File: src/rtl/trace_write_arbiter.sv
// trace_write_arbiter: round-robin write arbiter and circular trace buffer.
// Requesters hand completed records over valid/ready. Each accepted record
// is stamped with the cycle counter and source index, then stored. A host
// drains entries through the rd_* port.
//
// Ports:
//   clk, rst_n      clock, synchronous active-low reset
//   counter         free-running cycle count used as timestamp
//   enable, freeze  capture level / freeze pulse
//   req_valid/data  per-requester record handshake inputs
//   req_ready       one-hot grant (CAPTURE only)
//   rd_req          pop one entry
//   rd_valid/data/src/ts  popped entry, one cycle after rd_req
//   fill_level, full, empty, lost_count, state_o  status
//
// Build option: define TRACE_OVERWRITE_OLDEST_EN to overwrite the oldest
// entry when full instead of back-pressuring the requesters.
module trace_write_arbiter #(
    parameter int NUM_REQ      = 2,
    parameter int RECORD_WIDTH = 48,
    parameter int BUFFER_DEPTH = 16,
    parameter int TS_WIDTH     = 32,
    parameter int CNT_WIDTH    = 16
) (
    input  logic                            clk,
    input  logic                            rst_n,
    input  logic [TS_WIDTH-1:0]             counter,
    input  logic                            enable,
    input  logic                            freeze,
    input  logic [NUM_REQ-1:0]              req_valid,
    input  logic [NUM_REQ*RECORD_WIDTH-1:0] req_data,
    output logic [NUM_REQ-1:0]              req_ready,
    input  logic                            rd_req,
    output logic                            rd_valid,
    output logic [RECORD_WIDTH-1:0]         rd_data,
    output logic [$clog2(NUM_REQ):0]        rd_src,
    output logic [TS_WIDTH-1:0]             rd_ts,
    output logic [$clog2(BUFFER_DEPTH):0]   fill_level,
    output logic                            full,
    output logic                            empty,
    output logic [CNT_WIDTH-1:0]            lost_count,
    output logic [1:0]                      state_o
);

    localparam int AW = $clog2(BUFFER_DEPTH);
    localparam int PW = AW + 1;
    localparam int SW = $clog2(NUM_REQ) + 1;
    localparam int EW = TS_WIDTH + SW + RECORD_WIDTH;

`ifdef TRACE_OVERWRITE_OLDEST_EN
    localparam bit OVW = 1'b1;
`else
    localparam bit OVW = 1'b0;
`endif

    typedef enum logic [1:0] {
        ST_IDLE    = 2'd0,
        ST_CAPTURE = 2'd1,
        ST_FREEZE  = 2'd2
    } state_t;

    state_t                  state_q, state_d;
    logic [PW-1:0]           wr_ptr_q, wr_ptr_d;
    logic [PW-1:0]           rd_ptr_q, rd_ptr_d;
    logic [SW-1:0]           rr_last_q, rr_last_d;
    logic                    rd_valid_q, rd_valid_d;
    logic [RECORD_WIDTH-1:0] rd_data_q, rd_data_d;
    logic [SW-1:0]           rd_src_q, rd_src_d;
    logic [TS_WIDTH-1:0]     rd_ts_q, rd_ts_d;
    logic [CNT_WIDTH-1:0]    lost_q, lost_d;
    logic [EW-1:0]           mem_q [BUFFER_DEPTH];

    logic                    full_w, empty_w;
    logic                    can_grant, xfer, rd_fire, lost_evt;
    logic [SW-1:0]           grant_idx;
    logic [RECORD_WIDTH-1:0] grant_data;
    logic [EW-1:0]           wr_entry, rd_entry;
    int                      idx;

    assign empty_w = (wr_ptr_q == rd_ptr_q);
    assign full_w  = (wr_ptr_q[AW] != rd_ptr_q[AW]) &&
                     (wr_ptr_q[AW-1:0] == rd_ptr_q[AW-1:0]);

    // Grant decision uses the registered full flag, so a pop that frees a
    // slot only opens the write port on the following cycle.
    assign can_grant = (state_q == ST_CAPTURE) && (!full_w || OVW);

    always_comb begin
        req_ready = '0;
        grant_idx = '0;
        xfer      = 1'b0;
        idx       = 0;
        if (can_grant) begin
            for (int k = 1; k <= NUM_REQ; k++) begin
                idx = (int'(rr_last_q) + k) % NUM_REQ;
                if (!xfer && req_valid[idx]) begin
                    xfer           = 1'b1;
                    req_ready[idx] = 1'b1;
                    grant_idx      = SW'(idx);
                end
            end
        end
    end

    assign grant_data = req_data[grant_idx*RECORD_WIDTH +: RECORD_WIDTH];
    assign wr_entry   = {counter, grant_idx, grant_data};
    assign rd_fire    = rd_req && !empty_w;
    assign rd_entry   = mem_q[rd_ptr_q[AW-1:0]];

    // Full-cycle loss: a blocked request without overwrite, or an
    // overwrite of the oldest entry with it.
    assign lost_evt = (state_q == ST_CAPTURE) && (|req_valid) && full_w;

    always_comb begin
        state_d    = state_q;
        wr_ptr_d   = wr_ptr_q;
        rd_ptr_d   = rd_ptr_q;
        rr_last_d  = rr_last_q;
        rd_valid_d = rd_fire;
        rd_data_d  = rd_data_q;
        rd_src_d   = rd_src_q;
        rd_ts_d    = rd_ts_q;
        lost_d     = lost_q;

        if (rd_fire) begin
            {rd_ts_d, rd_src_d, rd_data_d} = rd_entry;
            rd_ptr_d = rd_ptr_q + 1'b1;
        end

        if (xfer) begin
            wr_ptr_d  = wr_ptr_q + 1'b1;
            rr_last_d = grant_idx;
            // Overwrite drops the oldest; a coincident pop already did.
            if (full_w && !rd_fire) begin
                rd_ptr_d = rd_ptr_q + 1'b1;
            end
        end

        if (lost_evt && (lost_q != '1)) begin
            lost_d = lost_q + 1'b1;
        end

        unique case (state_q)
            ST_IDLE: begin
                if (enable) state_d = ST_CAPTURE;
            end
            ST_CAPTURE: begin
                if (freeze)       state_d = ST_FREEZE;
                else if (!enable) state_d = ST_IDLE;
            end
            ST_FREEZE: begin
                if (empty_w && !rd_valid_q) state_d = ST_IDLE;
            end
            default: state_d = ST_IDLE;
        endcase
    end

    always_ff @(posedge clk) begin
        if (!rst_n) begin
            state_q    <= ST_IDLE;
            wr_ptr_q   <= '0;
            rd_ptr_q   <= '0;
            rr_last_q  <= SW'(NUM_REQ - 1);
            rd_valid_q <= 1'b0;
            rd_data_q  <= '0;
            rd_src_q   <= '0;
            rd_ts_q    <= '0;
            lost_q     <= '0;
        end else begin
            state_q    <= state_d;
            wr_ptr_q   <= wr_ptr_d;
            rd_ptr_q   <= rd_ptr_d;
            rr_last_q  <= rr_last_d;
            rd_valid_q <= rd_valid_d;
            rd_data_q  <= rd_data_d;
            rd_src_q   <= rd_src_d;
            rd_ts_q    <= rd_ts_d;
            lost_q     <= lost_d;
        end
    end

    // Storage is not reset; the pointers alone define valid contents.
    always_ff @(posedge clk) begin
        if (rst_n && xfer) begin
            mem_q[wr_ptr_q[AW-1:0]] <= wr_entry;
        end
    end

    assign rd_valid   = rd_valid_q;
    assign rd_data    = rd_data_q;
    assign rd_src     = rd_src_q;
    assign rd_ts      = rd_ts_q;
    assign fill_level = wr_ptr_q - rd_ptr_q;
    assign full       = full_w;
    assign empty      = empty_w;
    assign lost_count = lost_q;
    assign state_o    = state_q;

endmodule
File: config.mk
export PLATFORM = sky130hd
export DESIGN_NAME = trace_write_arbiter
export DESIGN_NICKNAME = d
export VERILOG_FILES = /design/src/rtl/trace_write_arbiter.sv
export SDC_FILE = /design/constraint.sdc
export NUM_CORES = 1
export LEC_CHECK = 0
export BUFFER_PORTS_ARGS = -buffer_cell sky130_fd_sc_hd__buf_2
export CELL_PAD_IN_SITES_DETAIL_PLACEMENT = 0
export CELL_PAD_IN_SITES_GLOBAL_PLACEMENT = 1
export CORE_MARGIN = 4
export CORE_UTILIZATION = 35
export DETAILED_ROUTE_END_ITERATION = 12
export PLACE_DENSITY_LB_ADDON = 0.1
export SYNTH_ARGS = -nofsm -noshare
export SYNTH_HDL_FRONTEND = slang
export SYNTH_SLANG_ARGS = --single-unit
File: constraint.sdc
create_clock -name clk -period 10.4 [get_ports clk]
set_input_delay 0.52 -clock clk [delete_from_list [all_inputs] [get_ports clk]]
set_output_delay 0.52 -clock clk [all_outputs]
set_load 0.02 [all_outputs]
Yosys cells after proc, flatten, opt, wreduce, memory -nomap -nowiden
Memory sizes are Yosys's and may differ from the RTL's. A register that Yosys moved wholly into a read port is not among the register bits.
Cells that the tools add are included.
{"block": "word_totals", "word_cells": 83, "out_inout_bits": 110, "ram_bits": 1312, "register_bits": 30, "memories": 1}
{"block": "op_classes", "n_mul": 1, "n_shift": 1, "eq_ne": 9, "order_cmp": 4, "mux": 31, "reduce_logical": 21, "bitwise_logic": 3, "add_sub_neg": 6}
{"name": "mem_q", "depth": 16, "width": 82, "read_ports": 1, "rd_clocked_by_memory_dff": 1, "write_ports": 1, "line_no": "71", "text": "logic [EW-1:0] mem_q [BUFFER_DEPTH];"}
{"op": "$shiftx A96 B9 Y48", "count": 1}
{"op": "$mux W2", "count": 11}
{"op": "$add A16 B1 Y16 const B", "count": 1}
{"op": "$ne A16 B16 Y1 const B", "count": 1}
{"op": "$mux W5", "count": 3}
{"op": "$mux W1", "count": 14}
{"op": "$logic_and A1 B1 Y1", "count": 12}
{"op": "$add A5 B1 Y5 const B", "count": 2}
{"op": "$logic_not A1 Y1", "count": 6}
{"op": "$lt A2 B3 Y1 const B", "count": 2}
{"op": "$pmux W2 S3", "count": 1}
{"op": "$eq A5 B5 Y1", "count": 1}
{"op": "$sub A5 B5 Y5", "count": 1}
{"op": "$eq A4 B4 Y1", "count": 1}
{"op": "$ge A2 B1 Y1 const B", "count": 2}
{"op": "$mul A2 B2 Y4 const B", "count": 1}
{"op": "$ne A2 B2 Y1 const B", "count": 2}
{"op": "$ne A3 B3 Y1 const B", "count": 1}
{"op": "$reduce_and A3 Y1", "count": 1}
{"op": "$add A1 B1 Y1 const B", "count": 2}
{"op": "$and A1 B1 Y1 const A", "count": 2}
{"op": "$demux W1 S1", "count": 2}
{"op": "$eq A2 B1 Y1 const B", "count": 1}
{"op": "$eq A2 B2 Y1 const B", "count": 1}
{"op": "4 further kinds", "count": 4}

Longest topological paths before layout
{"block": "logic_depth", "word_depth": 14, "depth_mapped": 10}

Worst setup path before layout
No wires, ideal clock.
{"block": "synth_timing", "path_kind": "register to register", "startpoint": "register rd_ptr_q[1]", "endpoint": "memory mem_q[1][0] (netlist name), enable pin", "path_buffers": 2, "slack_ps": 1887, "required_ps": 9781, "t_arrival_ps": 7894, "path_stages_with_launch": 9, "period_less_slack_ps": 8513, "setup_time_ps": 619, "path_cell_list": "dfxtp_1 clkbuf_1 buf_1 inv_1 ha_1 and4_1 a211oi_1 nand3_1 nor3_1"}
{"block": "synth_between", "elab_chain_cells": 8}
{"item": "from (decl)", "line_no": "64", "text": "logic [PW-1:0] rd_ptr_q, rd_ptr_d;"}
{"item": "from (signal assigned)", "line_no": "172", "text": "rd_ptr_q <= rd_ptr_d;"}
{"item": "$eq A4 B4 Y1", "line_no": "82", "text": "(wr_ptr_q[AW-1:0] == rd_ptr_q[AW-1:0]);"}
{"item": "$logic_and A1 B1 Y1", "line_no": "81", "text": "assign full_w = (wr_ptr_q[AW] != rd_ptr_q[AW]) &&"}
{"item": "$logic_not A1 Y1", "line_no": "86", "text": "assign can_grant = (state_q == ST_CAPTURE) && (!full_w || OVW);"}
{"item": "$logic_and A1 B1 Y1", "line_no": "86"}
{"item": "$mux W1", "line_no": "93", "text": "if (can_grant) begin"}
{"item": "$logic_and A1 B1 Y1", "line_no": "184", "text": "if (rst_n && xfer) begin"}
{"item": "$mux W1", "line_no": "184"}
{"item": "$mux W1 (implied by the code)", "line_no": "185", "text": "mem_q[wr_ptr_q[AW-1:0]] <= wr_entry;"}
{"item": "to (decl)", "line_no": "71"}
No other way between the ends.

Final worst setup path
{"block": "layout_timing", "startpoint": "register rd_ptr_q[2]", "endpoint": "memory mem_q[14][60] (netlist name), enable pin"}
Same word-level chain as after synthesis.

==> run_results.csv <==
group,metric,value,unit
cells_and_area,nets,3136,
die,die_w,399,um
sta,setup_viol,0,
synth,synth_nets,2834,
clocking,cts_buffers,155,
sta,rsz0062_at_grt,"no",
job,maxCapViolCount,0,
cells_and_area,final_layout_size_suffix_gt1_share,29.3,%
clocking,post_cts_resized,0,
sta,min_period,5.58,ns
die,core.rowCount,143,
placed_design,io_buffers,243,
setup_path,worstPathArrival,5.95,ns
clocking,htree_num_levels,4,
die,start_util,35.2,%
die,dieArea,0.159,mm^2
min_path,hp-start,"freeze",
power_and_ir_drop,power.leakage,20.5,nW
power_and_ir_drop,peakVddDrop,0.154,mV
routing,drt-wirelength-per-cell,26.1,um
power_and_ir_drop,seq_power_share,49.6,%
clocking,root_buffer,"clkbuf_16",
setup_path,cp_max_fo,61,
setup_path,reg2reg_depth,7,
clocking,tritoncts,"done",
synth,synth_xor_xnor_area_share,0.180,%
synth,synthCells,2688,
global_route,grt_overflow,0,
routing,firstDrtPassIters,5,
power_and_ir_drop,powerDensity,204,mW/mm^2
clocking,cts_setup_buffers,0,
routing,drtAntennaViolNets,0,
global_route,grtUsageTotal,17.0,%
sta,max_slew_margin,17.0,%
synth,async_flop_share,0,%
placed_design,place_ws,4.83,ns
sta,hold_viol,0,
routing,drt-initial-drc-count,1660,
clocking,clk_pin_slew,0.06,ns
clocking,ctsHoldBuffers,2,
routing,vias,26500,
global_route,grt_max_degree,121,
min_path,hold_path.class,"in -> reg",
clocking,clk_latency,0.78,ns
die,coreArea,0.152,mm^2
setup_path,r2r_end,"mem_q[14][60]",
synth,syn-mean-instance-area,19.9,um^2
die,pin_count,245,
sta,timing.fmax,179,MHz
synth,synth-edff-count,1296,
synth,ys_top_cells_by_area,"edfxtp_1 73%, mux4_2 14%, dfxtp_1 4.1%",
setup_path,timing.rr.start,"rd_ptr_q[2]",
min_path,hold_end,"state_o[1]",
routing,drc,0,
setup_path,critPathKind,"reg -> reg",
min_path,hold_depth,4,
sta,worst_pin_slew,1.24,ns
synth,yosysMostFrequentCell,"edfxtp_1",
power_and_ir_drop,p_sw_share,22.1,%
status,status,"finished clean",
synth,synth_compound_area_share,3.25,%
cells_and_area,area_delta_synth_final,16.5,%
cells_and_area,finish.utilization,41.1,%
synth,synth.top_cell.area_share,72.6,%
power_and_ir_drop,clockPowerShare,42.7,%
synth,synth_common_cells,"1,296 x edfxtp_1, 340 x nand2_1, 324 x mux4_2, 171 x a21oi_1, 111 x dfxtp_1",
setup_path,worstSetupStartpointType,"flop",
clocking,clkSinkCount,1407,
global_route,grt_pass1_vias,28600,
synth,synth_top_area_cell,"edfxtp_1",
die,dieHeight,399,um
synth,synth_top_family_by_area,"multiplexers",
synth,syn_area,0.0536,mm^2
sta,fin_skew,0.0360,ns
synth,synthAdderAreaFrac,0.271,%
synth,ys.warnings.count,0,
sta,layout_setup_ws,4.82,ns
setup_path,reg2reg_slack,4.82,ns
synth,ys_types,45,
setup_path,path_cells,"inv_6, ha_1, and4_1, a211oi_1, nand3_1, nor2_4, buf_4",
synth,ys_ff_latch,1407,
setup_path,worst_path_largest_cell_delay,1.01,ns
routing,wl,134,mm
synth,synthMuxAreaShare,14.9,%
synth,synth_simple_gate_area_share,3.35,%
sta,layout_worst_path_cycle_share,53.6,%
sta,drv_slew,0,
placed_design,globalplace.congestion,0.725,
sta,setup_tns,0,ns
power_and_ir_drop,switchingPower,2.81,mW
synth,yosysSeqAreaShare,76.8,%
global_route,antenna_found_initial,6,
power_and_ir_drop,p_comb_share,7.7,%
setup_path,cpMaxStageDelayCell,"buf_4",
placed_design,dp_hpwl,72.1,mm
setup_path,crit_path_end_kind,"flop",
global_route,grt_pass1_wl,197,mm
power_and_ir_drop,intPower,9.92,mW
clocking,clockBufferDepth,3,
routing,viasPerCell,5.15,
synth,ys.flop_type,"edfxtp_1",
setup_path,cp.required,10.77,ns
## critical path: cells and delay by family (launching register included)
kind	cells	cell delay, ns
adder cells (fa/ha/maj)	1	0.51
AND/OR/NAND/NOR	3	1.52
flip-flops	1	0.82
AO/OA/AOI/OAI	1	0.75
buffers and inverters	2	1.40
## metrics by stage
step | instances | instance area [um^2] | power (mW) | hold slack, ns
6_report | 5153 | 62400 | 12.7 | 0.121
5_1_grt | 5152 | 62400 | 13.2 | 0.0864
3_5_place_dp | 4861 | 57300 | 7.44 | 0.450
4_1_cts | 5152 | 62400 | 12.9 | 0.0518
3_3_place_gp | 4861 | 57300 | 7.43 | 0.446
2_1_floorplan | 2688 | 53600 | 7.11 | 0.457
## per-layer routing
layer	vias up	wire (um)	GRT usage (%)
met5	-	0	0
met4	0	2610	4.09
met3	168	5840	3.21
met2	588	66800	28.5
met1	14300	59300	22.9
li1	11500	-	-
## cells by family after synthesis
group | count (synthesis)
buf+inv | 166
mux | 385
flops | 1407
compound gates | 275
xor+xnor | 11
fa+ha+maj | 11
simple gates | 432
other cells | 1
## power groups by stage
stage                     clock network (mW)  logic, mW  registers (mW)
after floorplan                            0      0.683            6.43
after global placement                     0       1.00            6.43
after detailed placement                   0       1.01            6.43
after CTS                               5.61       1.02            6.31
after global routing                    5.85       1.07            6.32
final                                   5.44      0.981            6.31
## final cells by class
cell class | count | area [um^2]
Antenna cell | 1 | 2.50
Clock buffer | 217 | 4390
Clock inverter | 72 | 737
Fill cell | 13600 | 89700
Inverter | 15 | 61.3
Multi-Input combinational cell | 1115 | 11900
Sequential cell | 1407 | 41200
Tap cell | 2030 | 2540
Timing Repair Buffer | 296 | 1660
## worst max-delay path by stage
stage               cells after the start   startpoint       endpoint  slack (ns)
floorplan                               8  rd_ptr_q[1]    mem_q[1][0]        1.89
global placement                        7  rd_ptr_q[2]  mem_q[15][57]        4.96
detailed placement                      7  rd_ptr_q[2]  mem_q[14][63]        4.83
CTS                                     7  rd_ptr_q[2]  mem_q[14][60]        4.81
global route                            7  rd_ptr_q[2]  mem_q[15][57]        4.59
finish                                  7  rd_ptr_q[2]  mem_q[14][60]        4.82
## sequential cells by signal, indices dropped and copies added (netlist names)
signal,flops
rd_ts,32
rd_data,48
rd_src,1
lost_count,16
rd_valid,1
rr_last_q,1
state_o,2
rd_ptr_q,5
wr_ptr_q,5
mem_q,1296
## placed cells by master, fill, tap and decap left out, drive strengths merged, types with 19 or more instances in the layout
cell,synthesis,layout
a211o,82,82
a21oi,171,171
buf,70,294
clkbuf,81,217
clkinv,1,54
dfxtp,111,111
edfxtp,1296,1296
inv,14,19
mux2,48,48
mux4,324,324
nand2,340,340
nor2,26,26
Power figures use the tool's default switching activity.
